**src/rtl/layer_par_mvm.sv**
```systemverilog
// layer_par_mvm: fully-connected layer engine, y = act(W*x + b), P MAC lanes.
// W (MxN, row-major) and b (M) are loaded over the w_* stream into internal RAM
// and kept across inferences. x arrives on s_*, y leaves on m_*.
// Ports:
//   clk, reset              clock, synchronous active-high reset
//   w_valid/w_ready/w_data  weight+bias load stream (M*N weights, then M biases)
//   s_valid/s_ready/data_in input vector stream (N elements)
//   m_valid/m_ready/data_out output vector stream (M elements, registered)
module layer_par_mvm #(
    parameter int unsigned N    = 8,
    parameter int unsigned M    = 8,
    parameter int unsigned T    = 8,
    parameter int unsigned P    = 2,
    parameter int unsigned RELU = 1
) (
    input  logic         clk,
    input  logic         reset,
    input  logic         w_valid,
    output logic         w_ready,
    input  logic [T-1:0] w_data,
    input  logic         s_valid,
    output logic         s_ready,
    input  logic [T-1:0] data_in,
    output logic         m_valid,
    input  logic         m_ready,
    output logic [T-1:0] data_out
);

    localparam int unsigned G   = M / P;
    localparam int unsigned WN  = M * N;
    localparam int unsigned PW  = 2 * T;
    localparam int unsigned AW  = 2 * T + $clog2(N) + 1;
    localparam int unsigned WAW = $clog2(WN + M);
    localparam int unsigned WIW = $clog2(WN);
    localparam int unsigned MIW = (M > 1) ? $clog2(M) : 1;
    localparam int unsigned XIW = $clog2(N);
    localparam int unsigned GW  = (G > 1) ? $clog2(G) : 1;
    localparam int unsigned TW  = $clog2(N + 2);

    localparam logic signed [AW-1:0] SMAX = AW'(2 ** (T - 1) - 1);
    localparam logic signed [AW-1:0] SMIN = ~SMAX;

    typedef enum logic [2:0] {IDLE, WLOAD, LOADX, COMPUTE, DRAIN} state_t;

    state_t         state_q;
    logic           s_ready_q;
    logic           w_ready_q;
    logic           m_valid_q;
    logic [T-1:0]   data_out_q;
    logic [WAW-1:0] w_cnt_q;
    logic [XIW-1:0] x_cnt_q;
    logic [GW-1:0]  grp_q;
    logic [TW-1:0]  t_q;
    logic [MIW-1:0] row_q;

    logic signed [T-1:0]  w_mem [WN];
    logic signed [T-1:0]  b_mem [M];
    logic signed [T-1:0]  x_buf [N];
    logic        [T-1:0]  out_buf [M];

    logic signed [T-1:0]  w_rd_q [P];
    logic signed [T-1:0]  x_rd_q;
    logic signed [PW-1:0] prod_q [P];
    logic signed [AW-1:0] acc_q  [P];
    logic        [T-1:0]  res_c  [P];

    logic w_acc;
    logic x_acc;

    assign w_acc = (state_q == WLOAD) && w_valid && w_ready_q;
    assign x_acc = ((state_q == IDLE) || (state_q == LOADX)) && s_valid && s_ready_q;

    assign s_ready  = s_ready_q;
    assign w_ready  = w_ready_q;
    assign m_valid  = m_valid_q;
    assign data_out = data_out_q;

    // Saturate the wide accumulator to T bits, then optional ReLU.
    function automatic logic [T-1:0] sat_act(input logic signed [AW-1:0] v);
        logic signed [AW-1:0] c;
        if (v > SMAX)      c = SMAX;
        else if (v < SMIN) c = SMIN;
        else               c = v;
        if ((RELU != 0) && c[AW-1]) c = '0;
        return T'(c);
    endfunction

    // Weight/bias RAM and x buffer: not reset, contents persist.
    always_ff @(posedge clk) begin
        if (!reset && w_acc) begin
            if (w_cnt_q < WAW'(WN)) w_mem[WIW'(w_cnt_q)] <= w_data;
            else                    b_mem[MIW'(w_cnt_q - WAW'(WN))] <= w_data;
        end
        if (!reset && x_acc) x_buf[(state_q == IDLE) ? '0 : x_cnt_q] <= data_in;
    end

    // Final row value: last product still sits in prod_q on cycle t = N+1.
    always_comb begin
        for (int k = 0; k < P; k++) res_c[k] = sat_act(acc_q[k] + AW'(prod_q[k]));
    end

    // Per-group pipeline: t reads W/x, t+1 multiplies, t+2 accumulates.
    always_ff @(posedge clk) begin
        if (state_q == COMPUTE) begin
            x_rd_q <= x_buf[XIW'(t_q)];
            for (int k = 0; k < P; k++) begin
                w_rd_q[k] <= w_mem[WIW'((int'(grp_q) * P + k) * N + int'(t_q))];
                prod_q[k] <= PW'(w_rd_q[k]) * PW'(x_rd_q);
                if (t_q == '0)
                    acc_q[k] <= AW'(b_mem[MIW'(int'(grp_q) * P + k)]);
                else if ((t_q >= TW'(2)) && (t_q <= TW'(N)))
                    acc_q[k] <= acc_q[k] + AW'(prod_q[k]);
                if (t_q == TW'(N + 1))
                    out_buf[MIW'(int'(grp_q) * P + k)] <= res_c[k];
            end
        end
    end

    // Control FSM with registered handshake outputs.
    always_ff @(posedge clk) begin
        if (reset) begin
            state_q    <= IDLE;
            s_ready_q  <= 1'b0;
            w_ready_q  <= 1'b0;
            m_valid_q  <= 1'b0;
            data_out_q <= '0;
            w_cnt_q    <= '0;
            x_cnt_q    <= '0;
            grp_q      <= '0;
            t_q        <= '0;
            row_q      <= '0;
        end else begin
            unique case (state_q)
                IDLE: begin
                    s_ready_q <= 1'b1;
                    if (s_valid && s_ready_q) begin
                        x_cnt_q <= XIW'(1);
                        state_q <= LOADX;
                    end else if (w_valid && !s_valid) begin
                        state_q   <= WLOAD;
                        w_ready_q <= 1'b1;
                        s_ready_q <= 1'b0;
                        w_cnt_q   <= '0;
                    end
                end
                WLOAD: begin
                    if (w_acc) begin
                        if (w_cnt_q == WAW'(WN + M - 1)) begin
                            state_q   <= IDLE;
                            w_ready_q <= 1'b0;
                            s_ready_q <= 1'b1;
                            w_cnt_q   <= '0;
                        end else begin
                            w_cnt_q <= w_cnt_q + WAW'(1);
                        end
                    end
                end
                LOADX: begin
                    if (x_acc) begin
                        if (x_cnt_q == XIW'(N - 1)) begin
                            state_q   <= COMPUTE;
                            s_ready_q <= 1'b0;
                            grp_q     <= '0;
                            t_q       <= '0;
                        end else begin
                            x_cnt_q <= x_cnt_q + XIW'(1);
                        end
                    end
                end
                COMPUTE: begin
                    if (t_q == TW'(N + 1)) begin
                        t_q <= '0;
                        if (grp_q == GW'(G - 1)) begin
                            state_q    <= DRAIN;
                            m_valid_q  <= 1'b1;
                            row_q      <= '0;
                            // With a single group, row 0 is written this very cycle.
                            data_out_q <= (grp_q == '0) ? res_c[0] : out_buf[0];
                        end else begin
                            grp_q <= grp_q + GW'(1);
                        end
                    end else begin
                        t_q <= t_q + TW'(1);
                    end
                end
                DRAIN: begin
                    if (m_ready) begin
                        if (row_q == MIW'(M - 1)) begin
                            state_q   <= IDLE;
                            m_valid_q <= 1'b0;
                            s_ready_q <= 1'b1;
                        end else begin
                            row_q      <= row_q + MIW'(1);
                            data_out_q <= out_buf[row_q + MIW'(1)];
                        end
                    end
                end
                default: state_q <= IDLE;
            endcase
        end
    end

endmodule

```
**config.mk**
```make
export PLATFORM = sky130hd
export DESIGN_NAME = layer_par_mvm
export DESIGN_NICKNAME = d
export VERILOG_FILES = /design/src/rtl/layer_par_mvm.sv
export SDC_FILE = /design/constraint.sdc
export NUM_CORES = 1
export LEC_CHECK = 0
export CAP_MARGIN = 20
export CORE_UTILIZATION = 40
export DETAILED_ROUTE_END_ITERATION = 8
export PLACE_DENSITY = 0.57
export SLEW_MARGIN = 10
export SYNTH_ARGS = -nofsm -noshare
export SYNTH_HDL_FRONTEND = slang
export SYNTH_SLANG_ARGS = --single-unit
```
**constraint.sdc**
```tcl
create_clock -name clk -period 5.9 [get_ports clk]
set_input_delay 0.885 -clock clk [delete_from_list [all_inputs] [get_ports clk]]
set_output_delay 0.885 -clock clk [all_outputs]
set_load 0.02 [all_outputs]
```
==> report_table.html <==
<table>
<tr><th>Metric</th><th>Value</th></tr>
<tr><th colspan="2">Status</th></tr>
<tr><td>Status</td><td>finished, final reports clean</td></tr>
<tr><th colspan="2">Global route</th></tr>
<tr><td>Global-route congestion overflow total</td><td>0</td></tr>
<tr><td>Via count of the first global-routing pass</td><td>22676</td></tr>
<tr><td>Maximum number of pins on one net before global-route repair</td><td>91</td></tr>
<tr><td>Wire length of the first global-routing pass</td><td>138000 um</td></tr>
<tr><td>Antenna violations before repair</td><td>3</td></tr>
<tr><td>Total GRT Usage</td><td>0.180</td></tr>
<tr><th colspan="2">Synth</th></tr>
<tr><td>Cell type with the largest total area after synthesis</td><td>sky130_fd_sc_hd__edfxtp_1</td></tr>
<tr><td>Most used standard cells in the synthesized netlist</td><td>sky130_fd_sc_hd__edfxtp_1, sky130_fd_sc_hd__mux4_2, sky130_fd_sc_hd__inv_1, sky130_fd_sc_hd__nor2_1, sky130_fd_sc_hd__nand2_1</td></tr>
<tr><td>Synth Net Count</td><td>2816</td></tr>
<tr><td>Post-synthesis cell type count</td><td>82</td></tr>
<tr><td>Synth Warn #</td><td>0</td></tr>
<tr><td>EDFF count, synth</td><td>800</td></tr>
<tr><td>Synthesized cell area</td><td>0.0401 mm2</td></tr>
<tr><td>Share of the yosys chip area belonging to registers</td><td>0.617</td></tr>
<tr><td>Cell count after synthesis</td><td>2575</td></tr>
<tr><td>Most common flop cell mapped by yosys</td><td>sky130_fd_sc_hd__edfxtp_1</td></tr>
<tr><td>Post-synth top area share</td><td>0.599</td></tr>
<tr><td>Proportion of synthesized flip-flops having asynchronous set or reset</td><td>0</td></tr>
<tr><td>Seq cells post-synth</td><td>835</td></tr>
<tr><td>Most used standard cell by instance count after synthesis</td><td>sky130_fd_sc_hd__edfxtp_1</td></tr>
<tr><td>Avg Cell Area, Syn</td><td>15.6 um2</td></tr>
<tr><td>Largest cells by area after synthesis</td><td>sky130_fd_sc_hd__edfxtp_1, sky130_fd_sc_hd__mux4_2, sky130_fd_sc_hd__fa_1</td></tr>
<tr><th colspan="2">Placed design</th></tr>
<tr><td>Weighted congestion reported at the end of routability-driven placement</td><td>0.825</td></tr>
<tr><td>Placed Cells</td><td>3808</td></tr>
<tr><td>Port Buffer Count</td><td>31</td></tr>
<tr><td>Total half-perimeter wirelength after legalization and detailed placement</td><td>59200 um</td></tr>
<tr><td>Post-Place Cell Area</td><td>0.0417 mm2</td></tr>
<tr><th colspan="2">Setup path</th></tr>
<tr><td>FF-to-FF End</td><td>prod_q[0][31]</td></tr>
<tr><td>Worst Setup SP</td><td>x_rd_q[2]</td></tr>
<tr><td>Delay of the slowest critical-path stage</td><td>0.62 ns</td></tr>
<tr><td>Data arrival time of the critical path</td><td>5.40 ns</td></tr>
<tr><td>Critical path startpoint category</td><td>register</td></tr>
<tr><td>Worst setup path category</td><td>reg2reg</td></tr>
<tr><td>Worst-path maximum fanout</td><td>16</td></tr>
<tr><td>FF-to-FF setup slack</td><td>0.91 ns</td></tr>
<tr><td>Element type at the critical path end</td><td>register</td></tr>
<tr><td>CP endpoint</td><td>prod_q[0][31]</td></tr>
<tr><td>FF-to-FF Start</td><td>x_rd_q[2]</td></tr>
<tr><td>Buffers plus inverters on the worst setup path</td><td>2</td></tr>
<tr><td>Cell family with the largest share of critical-path delay</td><td>adder cells</td></tr>
<tr><td>Count of cells along the worst register-to-register path</td><td>16</td></tr>
<tr><td>Crit path max-delay cell type</td><td>sky130_fd_sc_hd__edfxtp_1</td></tr>
<tr><td>CP Data Required Time</td><td>6.31 ns</td></tr>
<tr><td>Logic depth of the worst path, buffers included</td><td>16</td></tr>
<tr><td>List of cells traversed by the critical path</td><td>and2_1 &gt; fa_1 &gt; inv_1 &gt; fa_1 &gt; fa_1 &gt; fa_1 &gt; inv_1 &gt; ha_1 &gt; a21oi_1 &gt; o21ai_0 &gt; a31o_2 &gt; a21oi_1 &gt; nor2b_1 &gt; o21a_1 &gt; o41a_1 &gt; xnor2_1</td></tr>
<tr><td>Most used cell, CP</td><td>sky130_fd_sc_hd__fa_1</td></tr>
<tr><th colspan="2">STA</th></tr>
<tr><td>Top achievable clock speed</td><td>200 MHz</td></tr>
<tr><td>Final Max Tran Viols</td><td>0</td></tr>
<tr><td>Number of hold-slack violations in the final timing report</td><td>0</td></tr>
<tr><td>Minimum clock period</td><td>4.99 ns</td></tr>
<tr><td>Final worst path period share</td><td>0.846</td></tr>
<tr><td>Setup repair after global routing missed its margin</td><td>no</td></tr>
<tr><td>Max transition margin</td><td>0.321</td></tr>
<tr><td>Setup Total Neg Slack</td><td>0 ns</td></tr>
<tr><td>Tightest Pin Transition</td><td>1.02 ns</td></tr>
<tr><td>Final setup skew</td><td>0.0268 ns</td></tr>
<tr><td>Number of failing setup endpoints in the final timing report</td><td>0</td></tr>
<tr><th colspan="2">CTS</th></tr>
<tr><td>Worst-skew pair later-pin latency</td><td>0.67 ns</td></tr>
<tr><td>Number of buffers on the longest clock path</td><td>3</td></tr>
<tr><td>CTS Buf Count</td><td>89</td></tr>
<tr><td>Cell at the root of the clock tree</td><td>sky130_fd_sc_hd__clkbuf_16</td></tr>
<tr><td>TritonCTS sink count</td><td>835</td></tr>
<tr><td>Number of buffers inserted to repair setup after CTS</td><td>0</td></tr>
<tr><td>TritonCTS clock tree</td><td>done</td></tr>
<tr><td>Worst-path clk slew</td><td>0.06 ns</td></tr>
<tr><td>Count of instances resized after the clock tree is built</td><td>0</td></tr>
<tr><td># H-tree levels</td><td>3</td></tr>
<tr><td>Number of hold buffers added after cts</td><td>0</td></tr>
<tr><th colspan="2">Routing</th></tr>
<tr><td>Mean number of vias per cell</td><td>5.41</td></tr>
<tr><td>Drc violations</td><td>0</td></tr>
<tr><td>Number of detailed-routing iterations run before antenna repair</td><td>5</td></tr>
<tr><td>Routed WL</td><td>89900 um</td></tr>
<tr><td>Per-cell routed wire length</td><td>22.6 um</td></tr>
<tr><td>Post-detailed-route count of antenna-violating nets</td><td>0</td></tr>
<tr><td>First-iteration detailed-routing DRC count</td><td>1454</td></tr>
<tr><td>Via count</td><td>21471</td></tr>
<tr><th colspan="2">Finish</th></tr>
<tr><td>Share of layout cells above drive strength 1</td><td>0.158</td></tr>
<tr><td>Non-filler instance count after layout</td><td>3972</td></tr>
<tr><td>Total area of multi-input combinational cells</td><td>0.0142 mm2</td></tr>
<tr><td>Post-route cell area</td><td>0.0447 mm2</td></tr>
<tr><td>FF+latch area</td><td>0.0247 mm2</td></tr>
<tr><td>Number of nets in the finished design</td><td>2853</td></tr>
<tr><td>Fill cells</td><td>8511</td></tr>
<tr><td>Layout-stage area growth over the synthesis result</td><td>11.5%</td></tr>
<tr><th colspan="2">Floorplanning</th></tr>
<tr><td>Area of the core region</td><td>0.0989 mm2</td></tr>
<tr><td>Die Span Y</td><td>319 um</td></tr>
<tr><td>Total Die Area</td><td>0.101 mm2</td></tr>
<tr><td>Number of I/O pins</td><td>32</td></tr>
<tr><td>Initial core utilization</td><td>0.405</td></tr>
<tr><td>Core Rows</td><td>115</td></tr>
<tr><td>Die Wd</td><td>319 um</td></tr>
<tr><th colspan="2">Power</th></tr>
<tr><td>Leak Pwr</td><td>14.8 nW</td></tr>
<tr><td>Final Total Pwr</td><td>13.6 mW</td></tr>
<tr><td>Largest vdd supply drop</td><td>0.276 mV</td></tr>
<tr><td>Areal power density over the cells</td><td>304 mW/mm2</td></tr>
<tr><th colspan="2">Flow run</th></tr>
<tr><td>MaxCap Viol Count</td><td>0</td></tr>
<tr><th colspan="2">Hold path</th></tr>
<tr><td>Kind of path behind the tightest hold check</td><td>reg2reg</td></tr>
</table>
-- cell type report --
class / count / area share
clock buffers: 105 / 0.0512
inverters: 179 / 0.0150
well taps: 1287 / 0.0361
clock inverters: 57 / 0.0140
flip-flops and latches: 835 / 0.554
multi-input cells: 1449 / 0.319
diodes: 2 / 0.000112
repair buffers: 58 / 0.0111
-- state kept, by name (all words and copies together) (netlist names), named ones only --
name / count
w_mem: 512
b_mem: 64
out_buf: 64
x_buf: 64
acc_q: 40
prod_q: 32
w_rd_q: 16
data_out: 8
x_rd_q: 8
w_cnt_q: 7
t_q: 4
row_q: 3
state_q: 3
x_cnt_q: 3
grp_q: 2
m_valid: 1
s_ready: 1
w_ready: 1
-- per-layer routing --
layer | global-route usage | up-vias | routed length, um
met2 | 0.303 | 484 | 45100
met1 | 0.237 | 11055 | 38000
met5 | 0 | - | 13
met4 | 0.0605 | 2 | 2440
met3 | 0.0279 | 133 | 4310
li1 | - | 9797 | -
-- worst min-delay path, stage by stage (launching register included) --
cell and delay, ns:
sky130_fd_sc_hd__dfxtp_1 0.32, sky130_fd_sc_hd__nand2_1 0.06, sky130_fd_sc_hd__a21oi_1 0.05
-- cells in the final DEF, fill, tap and decap left out, types with 28 or more instances in the layout --
cell and n:
sky130_fd_sc_hd__a21oi_1 96, sky130_fd_sc_hd__and2_1 94, sky130_fd_sc_hd__clkbuf_16 89, sky130_fd_sc_hd__dfxtp_1 31
sky130_fd_sc_hd__edfxtp_1 800, sky130_fd_sc_hd__fa_1 112, sky130_fd_sc_hd__ha_1 108, sky130_fd_sc_hd__inv_1 177
sky130_fd_sc_hd__mux2_2 32, sky130_fd_sc_hd__mux2i_1 60, sky130_fd_sc_hd__mux4_2 192, sky130_fd_sc_hd__nand2_1 158
sky130_fd_sc_hd__nand3_1 28, sky130_fd_sc_hd__nor2_1 165, sky130_fd_sc_hd__o21ai_0 70, sky130_fd_sc_hd__xnor2_1 45
-- cell families after synthesis --
family,after synthesis,share of synthesized area
AND/OR/NAND/NOR,576,0.0701
multiplexers,284,0.132
adder cells (fa/ha/maj),220,0.0897
XOR/XNOR,73,0.0161
flip-flops,835,0.617
buffers and inverters,291,0.0282
AO/OA/AOI/OAI,296,0.0471
-- through the flow --
stage / hold WS, ns / setup WS (ns) / utilization
after floorplan: 0.436 / 1.21 / -
after global placement: 0.443 / 0.957 / 0.422
after detailed placement: 0.455 / 0.894 / 0.422
after CTS: 0.462 / 0.869 / 0.452
after global routing: 0.484 / 0.620 / 0.452
final: 0.470 / 0.907 / 0.452
-- report_power, final --
| part | switching, mW | internal, mW |
|---|---|---|
| combinational | 0.785 | 0.570 |
| clock | 2.35 | 3.23 |
| sequential | 0.0523 | 6.60 |
| total | 3.19 | 10.4 |
-- worst min path at each step --
| stage | start | slack, ns | cells past startpoint | end |
|---|---|---|---|---|
| floorplan | row_q[1] | 0.44 | 2 | row_q[1] |
| global placement | row_q[2] | 0.44 | 2 | row_q[2] |
| detailed placement | row_q[2] | 0.45 | 2 | row_q[2] |
| CTS | row_q[2] | 0.46 | 2 | row_q[2] |
| global route | row_q[2] | 0.48 | 2 | row_q[2] |
| finish | row_q[2] | 0.47 | 2 | row_q[2] |
No activity file was read; power rests on OpenSTA's default activity.
